==> src/rtl/arm_multicycle_control_if.sv <==
// Control bus between the multicycle ARM sequencer and its datapath.
// The master modport is the controller side; the slave modport is the datapath side.
interface arm_multicycle_control_if;
  logic [3:0] cond;
  logic [1:0] op;
  logic [5:0] funct;
  logic [3:0] rd;
  logic [3:0] alu_flags;
  logic       mem_ready;

  logic       pc_write;
  logic       ir_write;
  logic       adr_src;
  logic       mem_write;
  logic       reg_write;
  logic       alu_src_a;
  logic [1:0] alu_src_b;
  logic [1:0] alu_control;
  logic [1:0] result_src;
  logic [1:0] imm_src;
  logic [1:0] reg_src;
  logic [3:0] flags;
  logic       instr_done;
  logic       fault;

  modport master (
    input  cond, op, funct, rd, alu_flags, mem_ready,
    output pc_write, ir_write, adr_src, mem_write, reg_write, alu_src_a,
           alu_src_b, alu_control, result_src, imm_src, reg_src, flags,
           instr_done, fault
  );

  modport slave (
    output cond, op, funct, rd, alu_flags, mem_ready,
    input  pc_write, ir_write, adr_src, mem_write, reg_write, alu_src_a,
           alu_src_b, alu_control, result_src, imm_src, reg_src, flags,
           instr_done, fault
  );
endinterface

==> src/rtl/arm_multicycle_control.sv <==
// Multicycle ARM sequencer: one shared ALU, one unified memory, NZCV flags and
// a per-access memory wait timeout that parks the machine in FAULT.
//
// state  | meaning
// FETCH  | read instruction at PC, PC <= PC+4 when memory is ready
// DECODE | evaluate condition, ALU forms PC+8
// MEMADR | ALU forms base + offset
// MEMRD  | load access, wait for memory
// MEMWB  | write loaded data to Rd
// MEMWR  | store access, wait for memory
// EXECR  | ALU op with register operand B
// EXECI  | ALU op with immediate operand
// ALUWB  | write ALU result to Rd
// BRANCH | PC <= PC+8 + offset
// FAULT  | memory timeout, held until reset
module arm_multicycle_control #(
  parameter int unsigned MEM_TIMEOUT = 16
) (
  input  logic                            clk,
  input  logic                            rst_n,
  arm_multicycle_control_if.master        ctl_bus
);

  typedef enum logic [3:0] {
    S_FETCH  = 4'd0,
    S_DECODE = 4'd1,
    S_MEMADR = 4'd2,
    S_MEMRD  = 4'd3,
    S_MEMWB  = 4'd4,
    S_MEMWR  = 4'd5,
    S_EXECR  = 4'd6,
    S_EXECI  = 4'd7,
    S_ALUWB  = 4'd8,
    S_BRANCH = 4'd9,
    S_FAULT  = 4'd10
  } state_t;

  localparam logic [1:0] ALU_ADD = 2'b00;
  localparam logic [1:0] ALU_SUB = 2'b01;
  localparam logic [1:0] ALU_AND = 2'b10;
  localparam logic [1:0] ALU_ORR = 2'b11;
  localparam logic [7:0] LAST_WAIT = 8'(MEM_TIMEOUT - 1);

  state_t     r_state;
  state_t     w_next_state;
  logic [3:0] r_flags;
  logic       r_fault;
  logic       r_cond_ex;
  logic [7:0] r_wait_cnt;

  logic [3:0] w_cmd;
  logic       w_s_or_l;
  logic       w_imm;
  logic       w_is_cmp;
  logic       w_cv_update;
  logic       w_cond_ex;
  logic [1:0] w_alu_dec;
  logic       w_wait_state;
  logic       w_timeout;
  logic       w_n, w_z, w_c, w_v;

  logic       w_pc_write, w_ir_write, w_adr_src, w_mem_write, w_reg_write;
  logic       w_alu_src_a, w_instr_done;
  logic [1:0] w_alu_src_b, w_alu_control, w_result_src;

  assign w_cmd       = ctl_bus.funct[4:1];
  assign w_s_or_l    = ctl_bus.funct[0];
  assign w_imm       = ctl_bus.funct[5];
  assign w_is_cmp    = (w_cmd == 4'b1010);
  assign w_cv_update = (w_cmd == 4'b0100) || (w_cmd == 4'b0010) || (w_cmd == 4'b1010);
  assign {w_n, w_z, w_c, w_v} = r_flags;

  always_comb begin
    w_cond_ex = 1'b1;
    case (ctl_bus.cond)
      4'b0000: w_cond_ex = w_z;
      4'b0001: w_cond_ex = !w_z;
      4'b0010: w_cond_ex = w_c;
      4'b0011: w_cond_ex = !w_c;
      4'b0100: w_cond_ex = w_n;
      4'b0101: w_cond_ex = !w_n;
      4'b0110: w_cond_ex = w_v;
      4'b0111: w_cond_ex = !w_v;
      4'b1000: w_cond_ex = w_c && !w_z;
      4'b1001: w_cond_ex = !w_c || w_z;
      4'b1010: w_cond_ex = (w_n == w_v);
      4'b1011: w_cond_ex = (w_n != w_v);
      4'b1100: w_cond_ex = !w_z && (w_n == w_v);
      4'b1101: w_cond_ex = w_z || (w_n != w_v);
      default: w_cond_ex = 1'b1;
    endcase
  end

  always_comb begin
    w_alu_dec = ALU_ADD;
    case (w_cmd)
      4'b0010, 4'b1010: w_alu_dec = ALU_SUB;
      4'b0000:          w_alu_dec = ALU_AND;
      4'b1100:          w_alu_dec = ALU_ORR;
      default:          w_alu_dec = ALU_ADD;
    endcase
  end

  assign w_wait_state = (r_state == S_FETCH) || (r_state == S_MEMRD) || (r_state == S_MEMWR);
  // A ready arriving on the last allowed cycle still wins over the timeout.
  assign w_timeout    = w_wait_state && !ctl_bus.mem_ready && (r_wait_cnt == LAST_WAIT);

  always_ff @(posedge clk or negedge rst_n) begin
    if (!rst_n) r_state <= S_FETCH;
    else        r_state <= w_next_state;
  end

  always_comb begin
    w_next_state = r_state;
    unique case (r_state)
      S_FETCH: begin
        if (ctl_bus.mem_ready) w_next_state = S_DECODE;
        else if (w_timeout)    w_next_state = S_FAULT;
      end
      S_DECODE: begin
        unique case (ctl_bus.op)
          2'b01:   w_next_state = S_MEMADR;
          2'b00:   w_next_state = w_imm ? S_EXECI : S_EXECR;
          2'b10:   w_next_state = S_BRANCH;
          default: w_next_state = S_FETCH;
        endcase
      end
      S_MEMADR: w_next_state = w_s_or_l ? S_MEMRD : S_MEMWR;
      S_MEMRD: begin
        if (ctl_bus.mem_ready) w_next_state = S_MEMWB;
        else if (w_timeout)    w_next_state = S_FAULT;
      end
      S_MEMWB: w_next_state = S_FETCH;
      S_MEMWR: begin
        if (ctl_bus.mem_ready) w_next_state = S_FETCH;
        else if (w_timeout)    w_next_state = S_FAULT;
      end
      S_EXECR, S_EXECI: w_next_state = S_ALUWB;
      S_ALUWB:          w_next_state = S_FETCH;
      S_BRANCH:         w_next_state = S_FETCH;
      default:          w_next_state = S_FAULT;
    endcase
  end

  always_ff @(posedge clk or negedge rst_n) begin
    if (!rst_n) begin
      r_flags    <= 4'b0000;
      r_fault    <= 1'b0;
      r_cond_ex  <= 1'b0;
      r_wait_cnt <= 8'd0;
    end else begin
      if (w_next_state != r_state)
        r_wait_cnt <= 8'd0;
      else if (w_wait_state && !ctl_bus.mem_ready)
        r_wait_cnt <= r_wait_cnt + 8'd1;

      if (w_next_state == S_FAULT)
        r_fault <= 1'b1;

      if (r_state == S_DECODE)
        r_cond_ex <= w_cond_ex;

      // Logical ops leave C and V untouched.
      if ((r_state == S_EXECR || r_state == S_EXECI) && w_s_or_l && r_cond_ex) begin
        r_flags[3:2] <= ctl_bus.alu_flags[3:2];
        if (w_cv_update)
          r_flags[1:0] <= ctl_bus.alu_flags[1:0];
      end
    end
  end

  always_comb begin
    w_pc_write    = 1'b0;
    w_ir_write    = 1'b0;
    w_adr_src     = 1'b0;
    w_mem_write   = 1'b0;
    w_reg_write   = 1'b0;
    w_alu_src_a   = 1'b0;
    w_alu_src_b   = 2'b00;
    w_alu_control = ALU_ADD;
    w_result_src  = 2'b00;
    w_instr_done  = 1'b0;
    unique case (r_state)
      S_FETCH: begin
        w_alu_src_a  = 1'b1;
        w_alu_src_b  = 2'b10;
        w_result_src = 2'b10;
        w_ir_write   = ctl_bus.mem_ready;
        w_pc_write   = ctl_bus.mem_ready;
      end
      S_DECODE: begin
        w_alu_src_a  = 1'b1;
        w_alu_src_b  = 2'b10;
        w_result_src = 2'b10;
        w_instr_done = (ctl_bus.op == 2'b11);
      end
      S_MEMADR: w_alu_src_b = 2'b01;
      S_MEMRD:  w_adr_src   = 1'b1;
      S_MEMWB: begin
        w_result_src = 2'b01;
        w_reg_write  = r_cond_ex;
        w_pc_write   = r_cond_ex && (ctl_bus.rd == 4'd15);
        w_instr_done = 1'b1;
      end
      S_MEMWR: begin
        w_adr_src    = 1'b1;
        w_mem_write  = r_cond_ex && ctl_bus.mem_ready;
        w_instr_done = ctl_bus.mem_ready;
      end
      S_EXECR: w_alu_control = w_alu_dec;
      S_EXECI: begin
        w_alu_src_b   = 2'b01;
        w_alu_control = w_alu_dec;
      end
      S_ALUWB: begin
        w_reg_write  = r_cond_ex && !w_is_cmp;
        w_pc_write   = r_cond_ex && !w_is_cmp && (ctl_bus.rd == 4'd15);
        w_instr_done = 1'b1;
      end
      S_BRANCH: begin
        w_alu_src_b  = 2'b01;
        w_result_src = 2'b10;
        w_pc_write   = r_cond_ex;
        w_instr_done = 1'b1;
      end
      default: ;
    endcase
  end

  // Enables are forced low while reset is held so nothing writes mid-reset.
  assign ctl_bus.pc_write    = w_pc_write   && rst_n;
  assign ctl_bus.ir_write    = w_ir_write   && rst_n;
  assign ctl_bus.mem_write   = w_mem_write  && rst_n;
  assign ctl_bus.reg_write   = w_reg_write  && rst_n;
  assign ctl_bus.instr_done  = w_instr_done && rst_n;
  assign ctl_bus.adr_src     = w_adr_src;
  assign ctl_bus.alu_src_a   = w_alu_src_a;
  assign ctl_bus.alu_src_b   = w_alu_src_b;
  assign ctl_bus.alu_control = w_alu_control;
  assign ctl_bus.result_src  = w_result_src;
  assign ctl_bus.imm_src     = ctl_bus.op;
  assign ctl_bus.reg_src     = {ctl_bus.op == 2'b01, ctl_bus.op == 2'b10};
  assign ctl_bus.flags       = r_flags;
  assign ctl_bus.fault       = r_fault;

endmodule

==> src/flat_wrapper.sv <==
// flat-port wrapper written by rule: the top's interface ports become plain ports
module arm_multicycle_control_flat 
#(
  parameter int unsigned MEM_TIMEOUT = 16
)
  (clk, rst_n, ctl_bus_cond, ctl_bus_op, ctl_bus_funct, ctl_bus_rd, ctl_bus_alu_flags, ctl_bus_mem_ready, ctl_bus_pc_write, ctl_bus_ir_write, ctl_bus_adr_src, ctl_bus_mem_write, ctl_bus_reg_write, ctl_bus_alu_src_a, ctl_bus_alu_src_b, ctl_bus_alu_control, ctl_bus_result_src, ctl_bus_imm_src, ctl_bus_reg_src, ctl_bus_flags, ctl_bus_instr_done, ctl_bus_fault);
  arm_multicycle_control_if ctl_bus_i ();
  input  logic clk;
  input  logic rst_n;
  input wire logic [$bits(ctl_bus_i.cond)-1:0] ctl_bus_cond;
  input wire logic [$bits(ctl_bus_i.op)-1:0] ctl_bus_op;
  input wire logic [$bits(ctl_bus_i.funct)-1:0] ctl_bus_funct;
  input wire logic [$bits(ctl_bus_i.rd)-1:0] ctl_bus_rd;
  input wire logic [$bits(ctl_bus_i.alu_flags)-1:0] ctl_bus_alu_flags;
  input wire logic [$bits(ctl_bus_i.mem_ready)-1:0] ctl_bus_mem_ready;
  output wire logic [$bits(ctl_bus_i.pc_write)-1:0] ctl_bus_pc_write;
  output wire logic [$bits(ctl_bus_i.ir_write)-1:0] ctl_bus_ir_write;
  output wire logic [$bits(ctl_bus_i.adr_src)-1:0] ctl_bus_adr_src;
  output wire logic [$bits(ctl_bus_i.mem_write)-1:0] ctl_bus_mem_write;
  output wire logic [$bits(ctl_bus_i.reg_write)-1:0] ctl_bus_reg_write;
  output wire logic [$bits(ctl_bus_i.alu_src_a)-1:0] ctl_bus_alu_src_a;
  output wire logic [$bits(ctl_bus_i.alu_src_b)-1:0] ctl_bus_alu_src_b;
  output wire logic [$bits(ctl_bus_i.alu_control)-1:0] ctl_bus_alu_control;
  output wire logic [$bits(ctl_bus_i.result_src)-1:0] ctl_bus_result_src;
  output wire logic [$bits(ctl_bus_i.imm_src)-1:0] ctl_bus_imm_src;
  output wire logic [$bits(ctl_bus_i.reg_src)-1:0] ctl_bus_reg_src;
  output wire logic [$bits(ctl_bus_i.flags)-1:0] ctl_bus_flags;
  output wire logic [$bits(ctl_bus_i.instr_done)-1:0] ctl_bus_instr_done;
  output wire logic [$bits(ctl_bus_i.fault)-1:0] ctl_bus_fault;
  assign ctl_bus_i.cond = ctl_bus_cond;
  assign ctl_bus_i.op = ctl_bus_op;
  assign ctl_bus_i.funct = ctl_bus_funct;
  assign ctl_bus_i.rd = ctl_bus_rd;
  assign ctl_bus_i.alu_flags = ctl_bus_alu_flags;
  assign ctl_bus_i.mem_ready = ctl_bus_mem_ready;
  assign ctl_bus_pc_write = ctl_bus_i.pc_write;
  assign ctl_bus_ir_write = ctl_bus_i.ir_write;
  assign ctl_bus_adr_src = ctl_bus_i.adr_src;
  assign ctl_bus_mem_write = ctl_bus_i.mem_write;
  assign ctl_bus_reg_write = ctl_bus_i.reg_write;
  assign ctl_bus_alu_src_a = ctl_bus_i.alu_src_a;
  assign ctl_bus_alu_src_b = ctl_bus_i.alu_src_b;
  assign ctl_bus_alu_control = ctl_bus_i.alu_control;
  assign ctl_bus_result_src = ctl_bus_i.result_src;
  assign ctl_bus_imm_src = ctl_bus_i.imm_src;
  assign ctl_bus_reg_src = ctl_bus_i.reg_src;
  assign ctl_bus_flags = ctl_bus_i.flags;
  assign ctl_bus_instr_done = ctl_bus_i.instr_done;
  assign ctl_bus_fault = ctl_bus_i.fault;
  arm_multicycle_control #(.MEM_TIMEOUT(MEM_TIMEOUT)) u_core (.clk(clk), .rst_n(rst_n), .ctl_bus(ctl_bus_i));
endmodule
==> config.mk <==
export PLATFORM = sky130hd
export DESIGN_NAME = arm_multicycle_control_flat
export DESIGN_NICKNAME = d
export VERILOG_FILES = /design/src/rtl/arm_multicycle_control_if.sv /design/src/rtl/arm_multicycle_control.sv /design/src/flat_wrapper.sv
export SDC_FILE = /design/constraint.sdc
export NUM_CORES = 1
export LEC_CHECK = 0
export BUFFER_PORTS_ARGS = -buffer_cell sky130_fd_sc_hd__buf_2
export CORE_MARGIN = 1
export CORE_UTILIZATION = 35
export CTS_BUF_LIST = sky130_fd_sc_hd__clkbuf_8
export DETAILED_ROUTE_END_ITERATION = 7
export GPL_ROUTABILITY_DRIVEN = 0
export PLACE_DENSITY = 0.61
export RECOVER_POWER = 25
export SETUP_SLACK_MARGIN = 0.1
export SYNTH_ARGS = -nofsm -noshare
export SYNTH_HDL_FRONTEND = slang
export SYNTH_SLANG_ARGS = --single-unit
export TNS_END_PERCENT = 1
==> constraint.sdc <==
create_clock -name clk -period 3.8 [get_ports clk]
set_clock_uncertainty 0.2 [all_clocks]
set_input_delay 0.19 -clock clk [delete_from_list [all_inputs] [get_ports clk]]
set_output_delay 0.19 -clock clk [all_outputs]
set_load 0.01 [all_outputs]
## Yosys cells after proc, flatten, opt, wreduce, memory -nomap -nowiden

Cells that the tools add are included.

- Bits of input ports: 23
- Flip-flop bits (word level): 18
- Logic and storage cells: 105
- Output and inout bits: 22

- Muxes and demuxes: 22
- Add/sub/neg operators: 1
- Reduce and logical (&&, ||, !) cells: 41
- Equality and inequality tests: 35

Operators with widths:

| kind | count |
|---|---|
| $eq A4 B4 Y1 const B | 12 |
| $eq A4 B3 Y1 const B | 9 |
| $pmux W4 S7 | 1 |
| $eq A4 B2 Y1 const B | 5 |
| $mux W4 | 4 |
| $mux W8 | 2 |
| $logic_and A1 B1 Y1 | 15 |
| $pmux W1 S14 | 1 |
| $logic_not A4 Y1 | 3 |
| $pmux W4 S3 | 1 |
| $reduce_or A3 Y1 | 3 |
| $add A8 B1 Y8 const B | 1 |
| $eq A4 B1 Y1 const B | 2 |
| $eq A8 B4 Y1 const B | 1 |
| $pmux W2 S2 | 2 |
| $reduce_or A2 Y1 | 4 |
| $logic_or A1 B1 Y1 | 7 |
| $logic_not A1 Y1 | 6 |
| $pmux W2 S3 | 1 |
| $mux W1 | 5 |
| $eq A2 B2 Y1 const B | 2 |
| $ne A4 B4 Y1 | 1 |
| $pmux W1 S4 | 1 |
| $mux W3 | 1 |
| 9 further kinds | 9 |

## Longest topological paths before layout

Gate-level depths: netlist of run 1.

- Depth in word-level cells: 10
- Mapped depth: 7
- Depth with buffers taken out: 6

## Least setup slack after synthesis of run 1

Ideal clock, no wire load.

- Path type: register to register
- From: register u_core.r_state[3]
- To: register u_core.r_wait_cnt[0]
- Path slack: 1.763 ns
- Buffers on the path: 1
- Setup time: 0.127 ns
- Cell stages (with the launch flop): 7
- Period minus slack after synthesis: 2.037 ns
- Required time: 3.473 ns
- Data arrival time: 1.710 ns
- Cells stage by stage: dfrtp_1 buf_6 or4b_4 o32ai_1 o32ai_1 nand4b_2 nor3_1

- Cells in the longest elaborated chain, start to end: 10
- Elaborated cells between the ends (all ways): 24
- Classes of those cells: eq/ne (10); mux (6); reduce/logical (8)

RTL lines:

| what | line | RTL |
|---|---|---|
| start: declaration | arm_multicycle_control.sv:44 | `state_t r_state;` |
| start signal: assignment | arm_multicycle_control.sv:110 | `else r_state <= w_next_state;` |
| $eq A4 B2 Y1 or $logic_not A4 Y1 (tied branches) | arm_multicycle_control.sv:104, arm_multicycle_control.sv:115 |  |
| $logic_or A1 B1 Y1 (2 in a row) | arm_multicycle_control.sv:104 | `assign w_wait_state = (r_state == S_FETCH) \|\| (r_state == S_MEMRD) \|\| (r_state == S_MEMWR);` |
| $logic_and A1 B1 Y1 | arm_multicycle_control.sv:106, arm_multicycle_control.sv:154 |  |
| $logic_and A1 B1 Y1 | arm_multicycle_control.sv:106 | `assign w_timeout = w_wait_state && !ctl_bus.mem_ready && (r_wait_cnt == LAST_WAIT);` |
| $mux W4 | arm_multicycle_control.sv:118, arm_multicycle_control.sv:131, arm_multicycle_control.sv:136 |  |
| $mux W4 (on tied branches) | arm_multicycle_control.sv:135, arm_multicycle_control.sv:117, arm_multicycle_control.sv:130 |  |
| $pmux W4 S7 | arm_multicycle_control.sv:115 | `unique case (r_state)` |
| $ne A4 B4 Y1 | arm_multicycle_control.sv:152 | `if (w_next_state != r_state)` |
| $mux W8 or $reduce_bool A2 Y1 (tied branches) | - |  |
| end signal: assignment | arm_multicycle_control.sv:155 | `r_wait_cnt <= r_wait_cnt + 8'd1;` |
| end: declaration | arm_multicycle_control.sv:49 | `logic [7:0] r_wait_cnt;` |

Parallel ways exist; a longest one is shown, timed or not.
A chain may end at the register's enable or synchronous reset.

## Final worst setup path of run 1

- From: input rst_n
- To: output ctl_bus_pc_write

- Cells in the longest elaborated chain, start to end: 1

RTL lines:

| what | line | RTL |
|---|---|---|
| start: declaration | flat_wrapper.sv:9 | `input logic rst_n;` |
| $logic_and A1 B1 Y1 | arm_multicycle_control.sv:231 | `assign ctl_bus.pc_write = w_pc_write && rst_n;` |
| end: declaration | flat_wrapper.sv:16 | `output wire logic [$bits(ctl_bus_i.pc_write)-1:0] ctl_bus_pc_write;` |

Every way passes these cells.

==> flow_metrics.env, run 1 <==
export IMPL_outcome="finished clean"
export IMPL_synth_area_leader_cell="dfrtp_1"
export IMPL_synth_nets=191
export IMPL_setup_violations_final=0
export IMPL_synth_distinct_cells=51
export IMPL_initial_utilization_pct=37.4
export IMPL_cts_max_path_buffers=2
export IMPL_synthFlopType="dfrtp_1"
export IMPL_synth_edf_count=0
export IMPL_p_clk_share_pct=13.1
export IMPL_numCtsBuffers=3
export IMPL_top_layer_used="met4"
export IMPL_rows=22
export IMPL_path_class="in -> out"
export IMPL_area_growth_pct=21.3
export IMPL_slew_viol_final=0
export IMPL_worstMarginPinSlew_ns=1.17
export IMPL_design_core_area_sq_mm=0.00377
export IMPL_dieArea_sq_mm=0.00428
export IMPL_async_reset_ff_share_pct=100
export IMPL_yosys_warnings=0
export IMPL_slew_headroom_pct=22.2
export IMPL_cp_max_fo=22
export IMPL_worstPathRequired_ns=3.41
export IMPL_viasPerCell=5.51
export IMPL_diodes=0
export IMPL_syn_avg_cell_area_sq_um=8.44
export IMPL_hp_class="in -> reg"
export IMPL_grtUsageTotal_pct=17.1
export IMPL_grt_pass1_vias=1232
export IMPL_ioPinCount=45
export IMPL_worstSkewPairLatency_ns=0.25
export IMPL_p_leak_nw=0.781
export IMPL_synth_top_area_share_pct=32.0
export IMPL_switching_share_pct=46.7
export IMPL_critPathLaunchType="primary input"
export IMPL_drt_iter0_markers=141
export IMPL_m1WireLength_microns=1710
export IMPL_wl_met2_microns=1630
export IMPL_post_route_period_util_pct=73.5
export IMPL_peakVddDrop_mv=0.209
export IMPL_power_total_mw=0.992
export IMPL_end_kind="output pin"
export IMPL_ys_seq_area_share_pct=32.0
export IMPL_syn_area_sq_mm=0.00141
export IMPL_grt_setup_unrepaired="no"
export IMPL_overflow=0
export IMPL_fillers=387
export IMPL_drive_above_1_share_pct=26.6
export IMPL_grt_pass1_wl_microns=5710
export IMPL_port_buffers=44
export IMPL_timing_final_crit_period_ns=2.79
export IMPL_drc=0
export IMPL_combPwrFrac_pct=53.6
export IMPL_path_clk_slew_ns=0.06
export IMPL_ys_seq_elements=18
export IMPL_power_switching_mw=0.463
export IMPL_hold_violations=0
export IMPL_die_w_microns=65.4
export IMPL_cts_sinks=18
export IMPL_cts_root_buf="clkbuf_8"
export IMPL_dr_pass1_iters=4
export IMPL_drt_total_wl_microns=3510
export IMPL_ant_nets=0
export IMPL_synthesis_instances=167
export IMPL_fin_setup_tns_ns=0
export IMPL_wl_met3_microns=135
export IMPL_dp_hpwl_microns=2580
export IMPL_fmax_ghz=0.358
export IMPL_wl_per_cell_microns=13.8
export IMPL_num_vias=1405
export IMPL_cap_violations=0
export IMPL_die_h_microns=65.4
export IMPL_cp_arrival_ns=2.40
export IMPL_cts_tree="done"
export IMPL_grt_max_degree=23
export IMPL_cts_htree_levels=1
export IMPL_cts_resized=0
export IMPL_grt_antenna_before_repair=0
export IMPL_fin_nets=233
export IMPL_synth_area_leaders="dfrtp_1, nor3_1, nand2_1"
export IMPL_intPower_mw=0.529
export IMPL_power_density_mw_per_mm2=580
export IMPL_p_seq_share_pct=33.3
==> layout make-up <==
| type | instances | area, sq um | area share (%) |
|---|---|---|---|
| multi-input cells | 132 | 873 | 51.1 |
| flip-flops and latches | 18 | 450 | 26.4 |
| repair buffers | 49 | 265 | 15.5 |
| well taps | 48 | 60.1 | 3.51 |
| clock buffers | 3 | 41.3 | 2.42 |
| inverters | 5 | 18.8 | 1.10 |
==> synthesized netlist by cell type, types with 4 or more instances <==
cell type  number
dfrtp_1        18
nand2_1        16
nor2_1         14
nor3_1         13
o21ai_0         7
xnor2_1         6
xor2_1          6
a21oi_1         5
inv_1           5
nand2b_1        5
nand4_1         5
buf_2           4
clkbuf_1        4
mux2_2          4
nand3_1         4
==> cells in the final DEF, fill, tap and decap left out, types with 3 or more instances in the layout <==
cell / Yosys / layout
clkbuf_8: 0 / 3
inv_1: 5 / 5
or3_1: 3 / 3
buf_2: 4 / 40
xor2_1: 6 / 6
nor3_1: 13 / 13
nand4_1: 5 / 5
nand2_1: 16 / 16
clkbuf_1: 4 / 4
nor2b_1: 3 / 3
dlygate4sd3_1: 0 / 5
a31oi_1: 3 / 3
xnor2_1: 6 / 6
mux2_2: 4 / 4
a21oi_1: 5 / 5
nand3_1: 4 / 4
o21ai_0: 7 / 7
nor2_1: 14 / 14
dfrtp_1: 18 / 18
nand2b_1: 5 / 5
==> power groups by stage <==
stage / clock network [mW] / logic, mW / registers, mW
after floorplan: 0 / 0.456 / 0.265
after global placement: 0 / 0.533 / 0.330
after detailed placement: 0 / 0.529 / 0.331
after CTS: 0.136 / 0.534 / 0.327
after global routing: 0.141 / 0.593 / 0.342
final: 0.130 / 0.532 / 0.331
==> critical path: stages <==
cell and delay (ns):
dlygate4sd3_1 0.52, clkbuf_1 0.86, nand2_1 0.17, o21bai_1 0.20
a221oi_1 0.29, buf_2 0.18
==> timing repair <==
item,4_1_cts,5_1_grt
setup endpoints to repair,0,0
setup buffers,0,0
hold buffers,5,0
endpoints found under the hold margin,22,0
==> kinds of logic after synthesis <==
kind of cell             Yosys count  share of synthesized area, %
AND/OR/NAND/NOR                   77                          29.6
AO/OA/AOI/OAI                     35                          17.9
flip-flops                        18                          32.0
buffers and inverters             17                          6.04
XOR/XNOR                          12                          7.46
multiplexers                       7                          6.22
adder cells (fa/ha/maj)            1                         0.888
==> registers in the layout (all words and copies together) (netlist names) <==
register / cells
u_core.r_wait_cnt: 8
u_core.ctl_bus.flags: 4
u_core.r_state: 4
u_core.ctl_bus.fault: 1
u_core.r_cond_ex: 1
==> metal layers <==
metal,vias to the layer above,track usage (%)
li1,694,-
met1,665,24.9
met2,42,26.7
met3,4,1.56
met4,0,5.16
met5,-,0
==> final timing paths <==
check | startpoint | to | slack (ns) | cells past startpoint
setup / recovery | rst_n | ctl_bus_pc_write | 1.01 | 6
hold / removal | ctl_bus_cond[0] | u_core.r_cond_ex$_DFFE_PN0P_ | 0.03 | 3
setup reg to reg | u_core.r_state[3]$_DFF_PN0_ | u_core.r_wait_cnt[0]$_DFFE_PN0P_ | 1.43 | 5
hold reg to reg | u_core.ctl_bus.fault$_DFFE_PN0N_ | u_core.ctl_bus.fault$_DFFE_PN0N_ | 0.28 | 2
max in group asynchronous | rst_n | u_core.r_wait_cnt[1]$_DFFE_PN0P_ | 2.21 | 2
min in group asynchronous | rst_n | u_core.r_state[1]$_DFF_PN0_ | 0.49 | 2
==> per-stage QoR <==
| step | util [%] | std cells | instance area, sq um | worst slack [ns] | hold slack (ns) |
|---|---|---|---|---|---|
| 4_1_cts | 45.5 | 255 | 1710 | 1.43 | 0.0212 |
| 6_report | 45.3 | 255 | 1710 | 1.01 | 0.0314 |
| 3_3_place_gp | 43.0 | 247 | 1620 | 1.47 | -0.0165 |
| 2_1_floorplan | - | 167 | 1410 | 1.76 | -0.306 |
| 5_1_grt | 45.3 | 255 | 1710 | 0.725 | 0.0593 |
| 3_5_place_dp | 43.0 | 247 | 1620 | 1.43 | -0.0179 |
Note: power is estimated with default switching activity, not from simulation.
==> run 2: changes to the inputs <==
==> constraint.sdc (replaced) <==
create_clock -name clk -period 2.6 [get_ports clk]
set_clock_uncertainty 0.2 [all_clocks]
set_input_delay 0.13 -clock clk [delete_from_list [all_inputs] [get_ports clk]]
set_output_delay 0.13 -clock clk [all_outputs]
set_load 0.01 [all_outputs]
==> flow_metrics.env, run 2 (synthesis results as in run 1) <==
export IMPL_outcome="finished clean"
export IMPL_critPathLaunchType="register"
export IMPL_wl_per_cell_microns=13.8
export IMPL_timing_final_crit_period_ns=2.28
export IMPL_peakVddDrop_mv=0.338
export IMPL_startpoint="u_core.r_state[3]$_DFF_PN0_"
export IMPL_initial_utilization_pct=37.4
export IMPL_grt_pass1_wl_microns=5800
export IMPL_worstPathRequired_ns=2.53
export IMPL_diodes=0
export IMPL_slowest_delay_ns=0.63
export IMPL_post_cts_buffers=0
export IMPL_area_growth_pct=24.2
export IMPL_path_clk_slew_ns=0.07
export IMPL_dieArea_sq_mm=0.00428
export IMPL_drt_total_wl_microns=3580
export IMPL_place_inst=251
export IMPL_hold_path_depth=4
export IMPL_hold_path_startpoint="ctl_bus_cond[3]"
export IMPL_crit_chain="or4b_4 > o32ai_1 > o32ai_1 > nand4b_2 > nor3_1"
export IMPL_fmax_ghz=0.439
export IMPL_cp_max_fo=14
export IMPL_final_cell_mix="buf_2, dfrtp_1, nand2_1"
export IMPL_grtUsageTotal_pct=17.5
export IMPL_num_vias=1402
export IMPL_grt_max_degree=17
export IMPL_drt_iter0_markers=120
export IMPL_fin_setup_tns_ns=0
export IMPL_grt_antenna_before_repair=0
export IMPL_worstSkewPairLatency_ns=0.25
export IMPL_cap_violations=0
export IMPL_p_leak_nw=0.806
export IMPL_setup_violations_final=0
export IMPL_drc=0
export IMPL_slew_headroom_pct=71.4
export IMPL_numCtsBuffers=3
export IMPL_fillers=391
export IMPL_r2r_slack_ns=0.32
export IMPL_design_core_area_sq_mm=0.00377
export IMPL_cts_root_buf="clkbuf_8"
export IMPL_cts_resized=0
export IMPL_cts_max_path_buffers=2
export IMPL_port_buffers=44
export IMPL_dp_hpwl_microns=2750
export IMPL_power_total_mw=1.48
export IMPL_path_class="reg -> reg"
export IMPL_cts_tree="done"
export IMPL_ant_nets=0
export IMPL_slowest_stage="or4b_4"
export IMPL_slew_viol_final=0
export IMPL_grt_setup_unrepaired="no"
export IMPL_hp_class="in -> reg"
export IMPL_worstReg2RegEnd="u_core.r_wait_cnt[7]$_DFFE_PN0P_"
export IMPL_die_h_microns=65.4
export IMPL_die_w_microns=65.4
export IMPL_cts_sinks=18
export IMPL_r2r_start="u_core.r_state[3]$_DFF_PN0_"
export IMPL_end_kind="register"
export IMPL_crit_family="simple AND/OR/NAND/NOR gates"
export IMPL_critPathBufInv=0
export IMPL_viasPerCell=5.39
export IMPL_grt_pass1_vias=1249
export IMPL_regMostFlops="u_core.r_wait_cnt"
export IMPL_cp_arrival_ns=2.21
export IMPL_fin_cells=260
export IMPL_r2r_cells=5
export IMPL_power_density_mw_per_mm2=845
export IMPL_final_common_cell="buf_2"
export IMPL_overflow=0
export IMPL_min_to="u_core.r_cond_ex$_DFFE_PN0P_"
export IMPL_cts_htree_levels=1
export IMPL_post_route_period_util_pct=87.6
export IMPL_cpMostUsedCell="o32ai_1"
export IMPL_hold_violations=0
export IMPL_fin_nets=238
export IMPL_drive_above_1_share_pct=27.8
export IMPL_rows=22
export IMPL_largest_reg_flops=8
export IMPL_ioPinCount=45
export IMPL_worstMarginPinSlew_ns=0.427
export IMPL_dr_pass1_iters=4
-- run 2: final cells by class --
class / count / area (sq um) / area share [%]
Tap cell: 48 / 60.1 / 3.43
Sequential cell: 18 / 450 / 25.8
Timing Repair Buffer: 54 / 305 / 17.5
Inverter: 5 / 18.8 / 1.07
Clock buffer: 3 / 41.3 / 2.36
Multi-Input combinational cell: 132 / 873 / 49.9
-- run 2: power by group --
group	switching, mW	total (mW)	internal [mW]	leakage, nW
sequential	0.112	0.450	0.338	0.237
combinational	0.480	0.836	0.356	0.547
clock	0.0896	0.192	0.103	0.0216
-- run 2: metal layers --
layer  wire length (microns)  up-vias  track usage, %  share of wire, %
li1                        -      698               -                 -
met1                    1690      665            24.3                47
met2                    1720       35            28.9                48
met3                     142        4            1.56               4.0
met4                      24        0            4.89              0.67
met5                       0        -               0                 0
-- run 2: how the worst max path moves through the flow --
stage,slack [ns],end,cells after the start
CTS,0.31,u_core.r_wait_cnt[4]$_DFFE_PN0P_,5
detailed placement,0.32,u_core.r_wait_cnt[7]$_DFFE_PN0P_,5
floorplan,0.56,u_core.r_wait_cnt[0]$_DFFE_PN0P_,6
global route,0.15,u_core.r_wait_cnt[4]$_DFFE_PN0P_,5
global placement,0.36,u_core.ctl_bus.flags[0]$_DFFE_PN0P_,4
finish,0.32,u_core.r_wait_cnt[7]$_DFFE_PN0P_,5
-- run 2: stage by stage --
stage	hold slack (ns)	setup slack (ns)	area (sq um)	utilization (%)
floorplan	-0.366	0.563	1410	-
global placement	-0.224	0.361	1650	43.8
detailed placement	-0.225	0.319	1650	43.8
CTS	0.0444	0.314	1750	46.5
global route	0.0785	0.149	1750	46.4
finish	0.0587	0.322	1750	46.4
-- run 2: what timing repair did --
| item | CTS | global route |
|---|---|---|
| hold buffers | 6 | 0 |
| setup endpoints to repair | 0 | 0 |
| hold endpoints to repair | 23 | 0 |
-- run 2: tightest hold or removal path, stage by stage --
cell     delay, ns
buf_2         0.12
nand3_1       0.06
a31oi_1       0.04
a21oi_1       0.12
==> run 3: changes to the inputs <==
--- a/config.mk
+++ b/config.mk
@@ -7,11 +7,11 @@
 export LEC_CHECK = 0
 export BUFFER_PORTS_ARGS = -buffer_cell sky130_fd_sc_hd__buf_2
 export CORE_MARGIN = 1
-export CORE_UTILIZATION = 35
+export CORE_UTILIZATION = 45
 export CTS_BUF_LIST = sky130_fd_sc_hd__clkbuf_8
 export DETAILED_ROUTE_END_ITERATION = 7
 export GPL_ROUTABILITY_DRIVEN = 0
-export PLACE_DENSITY = 0.61
+export PLACE_DENSITY = 0.74
 export RECOVER_POWER = 25
 export SETUP_SLACK_MARGIN = 0.1
 export SYNTH_ARGS = -nofsm -noshare
==> flow_metrics.env, run 3 (synthesis results as in run 1) <==
export IMPL_drt_total_wl_microns=3550
export IMPL_numCtsBuffers=3
export IMPL_p_leak_nw=0.811
export IMPL_r2r_cells=5
export IMPL_cts_max_path_buffers=2
export IMPL_post_route_period_util_pct=91.2
export IMPL_peakVddDrop_mv=0.429
export IMPL_fin_area_sq_mm=0.00174
export IMPL_critPathLaunchType="register"
export IMPL_slew_viol_final=0
export IMPL_port_buffers=44
export IMPL_drive_above_1_share_pct=28.8
export IMPL_combPwrFrac_pct=55.7
export IMPL_dieArea_sq_mm=0.00336
export IMPL_drt_iter0_markers=76
export IMPL_hp_class="in -> reg"
export IMPL_grt_pass1_wl_microns=5870
export IMPL_viasPerCell=5.92
export IMPL_fmax_ghz=0.422
export IMPL_die_w_microns=58.0
export IMPL_timing_final_crit_period_ns=2.37
export IMPL_outcome="complete, but fails checks"
export IMPL_slew_headroom_pct=66.3
export IMPL_overflow=0
export IMPL_hold_violations=0
export IMPL_rows=19
export IMPL_fin_setup_tns_ns=0
export IMPL_power_switching_mw=0.704
export IMPL_drc=3
export IMPL_path_class="reg -> reg"
export IMPL_num_vias=1439
export IMPL_cts_tree="done"
export IMPL_grtUsageTotal_pct=22.3
export IMPL_grt_pass1_vias=1314
export IMPL_hold_path_depth=4
export IMPL_design_core_area_sq_mm=0.00285
export IMPL_grt_antenna_before_repair=0
export IMPL_fillers=269
export IMPL_worstPathRequired_ns=2.53
export IMPL_cts_root_buf="clkbuf_8"
export IMPL_final_common_cell="buf_2"
export IMPL_cp_max_fo=17
export IMPL_worstSkewPairLatency_ns=0.25
export IMPL_p_clk_share_pct=15.3
export IMPL_regMostFlops="u_core.r_wait_cnt"
export IMPL_initial_utilization_pct=49.4
export IMPL_slowest_delay_ns=0.63
export IMPL_dp_hpwl_microns=2700
export IMPL_area_growth_pct=23.3
export IMPL_cp_arrival_ns=2.31
export IMPL_cpMostUsedCell="o32ai_1"
export IMPL_final_cell_mix="buf_2, dfrtp_1, nand2_1"
export IMPL_violations="DRC"
export IMPL_place_area_sq_mm=0.00162
export IMPL_setup_violations_final=0
export IMPL_end_kind="register"
export IMPL_cts_sinks=18
export IMPL_p_seq_share_pct=29.0
export IMPL_grt_setup_unrepaired="no"
export IMPL_fin_nets=237
export IMPL_wl_per_cell_microns=14.6
export IMPL_diodes=0
export IMPL_cts_htree_levels=1
export IMPL_slowest_stage="or4b_4"
export IMPL_die_h_microns=58.0
export IMPL_crit_chain="or4b_4 > o32ai_1 > o32ai_1 > nand4b_2 > nor3_1"
export IMPL_worstMarginPinSlew_ns=0.506
export IMPL_dr_pass1_iters=8
export IMPL_cap_violations=0
export IMPL_ioPinCount=45
export IMPL_largest_reg_flops=8
export IMPL_path_clk_slew_ns=0.07
export IMPL_ant_nets=0
export IMPL_grt_max_degree=23
export IMPL_power_density_mw_per_mm2=886
export IMPL_intPower_mw=0.835
export IMPL_switching_share_pct=45.7
## run 3: stage by stage
stage / worst slack [ns] / power (mW) / hold slack (ns) / instances / util (%)
2_1_floorplan: 0.563 / 1.05 / -0.366 / 167 / -
3_3_place_gp: 0.333 / 1.26 / -0.0937 / 233 / 56.9
3_5_place_dp: 0.259 / 1.29 / -0.0835 / 233 / 56.9
4_1_cts: 0.243 / 1.53 / 0.0710 / 243 / 61.0
5_1_grt: 0.125 / 1.65 / 0.0999 / 243 / 60.9
6_report: 0.229 / 1.54 / 0.0792 / 243 / 60.9
## run 3: critical path, delay by kind of cell, from the launching register on
kind / cells / cell delay [ns]
compound gates: 2 / 0.54
simple gates: 3 / 0.94
flops: 1 / 0.57
## run 3: final cells by class
class / count / area (sq um) / share of cell area [%]
sequential: 18 / 450 / 25.9
inverter: 5 / 18.8 / 1.08
clock buffer: 4 / 55.1 / 3.17
timing repair buffer: 53 / 299 / 17.2
multi-input combinational: 132 / 875 / 50.4
tap: 31 / 38.8 / 2.23
## run 3: power groups by stage
stage | combinational (mW) | clock, mW | sequential (mW)
2_1_floorplan | 0.666 | 0 | 0.388
3_3_place_gp | 0.813 | 0 | 0.444
3_5_place_dp | 0.837 | 0 | 0.450
4_1_cts | 0.847 | 0.237 | 0.445
5_1_grt | 0.938 | 0.251 | 0.459
6_report | 0.857 | 0.235 | 0.447
## run 3: repair_timing
action / CTS / global route
setup endpoints to repair: 0 / 8
hold buffers: 6 / 0
setup buffers: 0 / 0
gates resized for setup: 0 / 1
hold endpoints to repair: 23 / 0
## run 3: worst paths after layout
| check | from | end | slack (ns) |
|---|---|---|---|
| min in group asynchronous | rst_n | u_core.r_state[0]$_DFF_PN0_ | 0.16 |
| min | ctl_bus_cond[3] | u_core.r_cond_ex$_DFFE_PN0P_ | 0.08 |
| max reg2reg | u_core.r_state[2]$_DFF_PN0_ | u_core.r_wait_cnt[6]$_DFFE_PN0P_ | 0.23 |
| max | u_core.r_state[2]$_DFF_PN0_ | u_core.r_wait_cnt[6]$_DFFE_PN0P_ | 0.23 |
| min reg2reg | u_core.ctl_bus.fault$_DFFE_PN0N_ | u_core.ctl_bus.fault$_DFFE_PN0N_ | 0.28 |
| max in group asynchronous | rst_n | u_core.ctl_bus.fault$_DFFE_PN0N_ | 1.70 |
## run 3: metal layers
metal / GRT usage (%) / part of all wire, % / vias to the layer above
met5: 0 / 0 / -
met4: 7.14 / 1.0 / 0
met3: 3.13 / 6.6 / 4
met2: 37.6 / 48 / 59
met1: 29.6 / 44 / 679
li1: - / - / 697
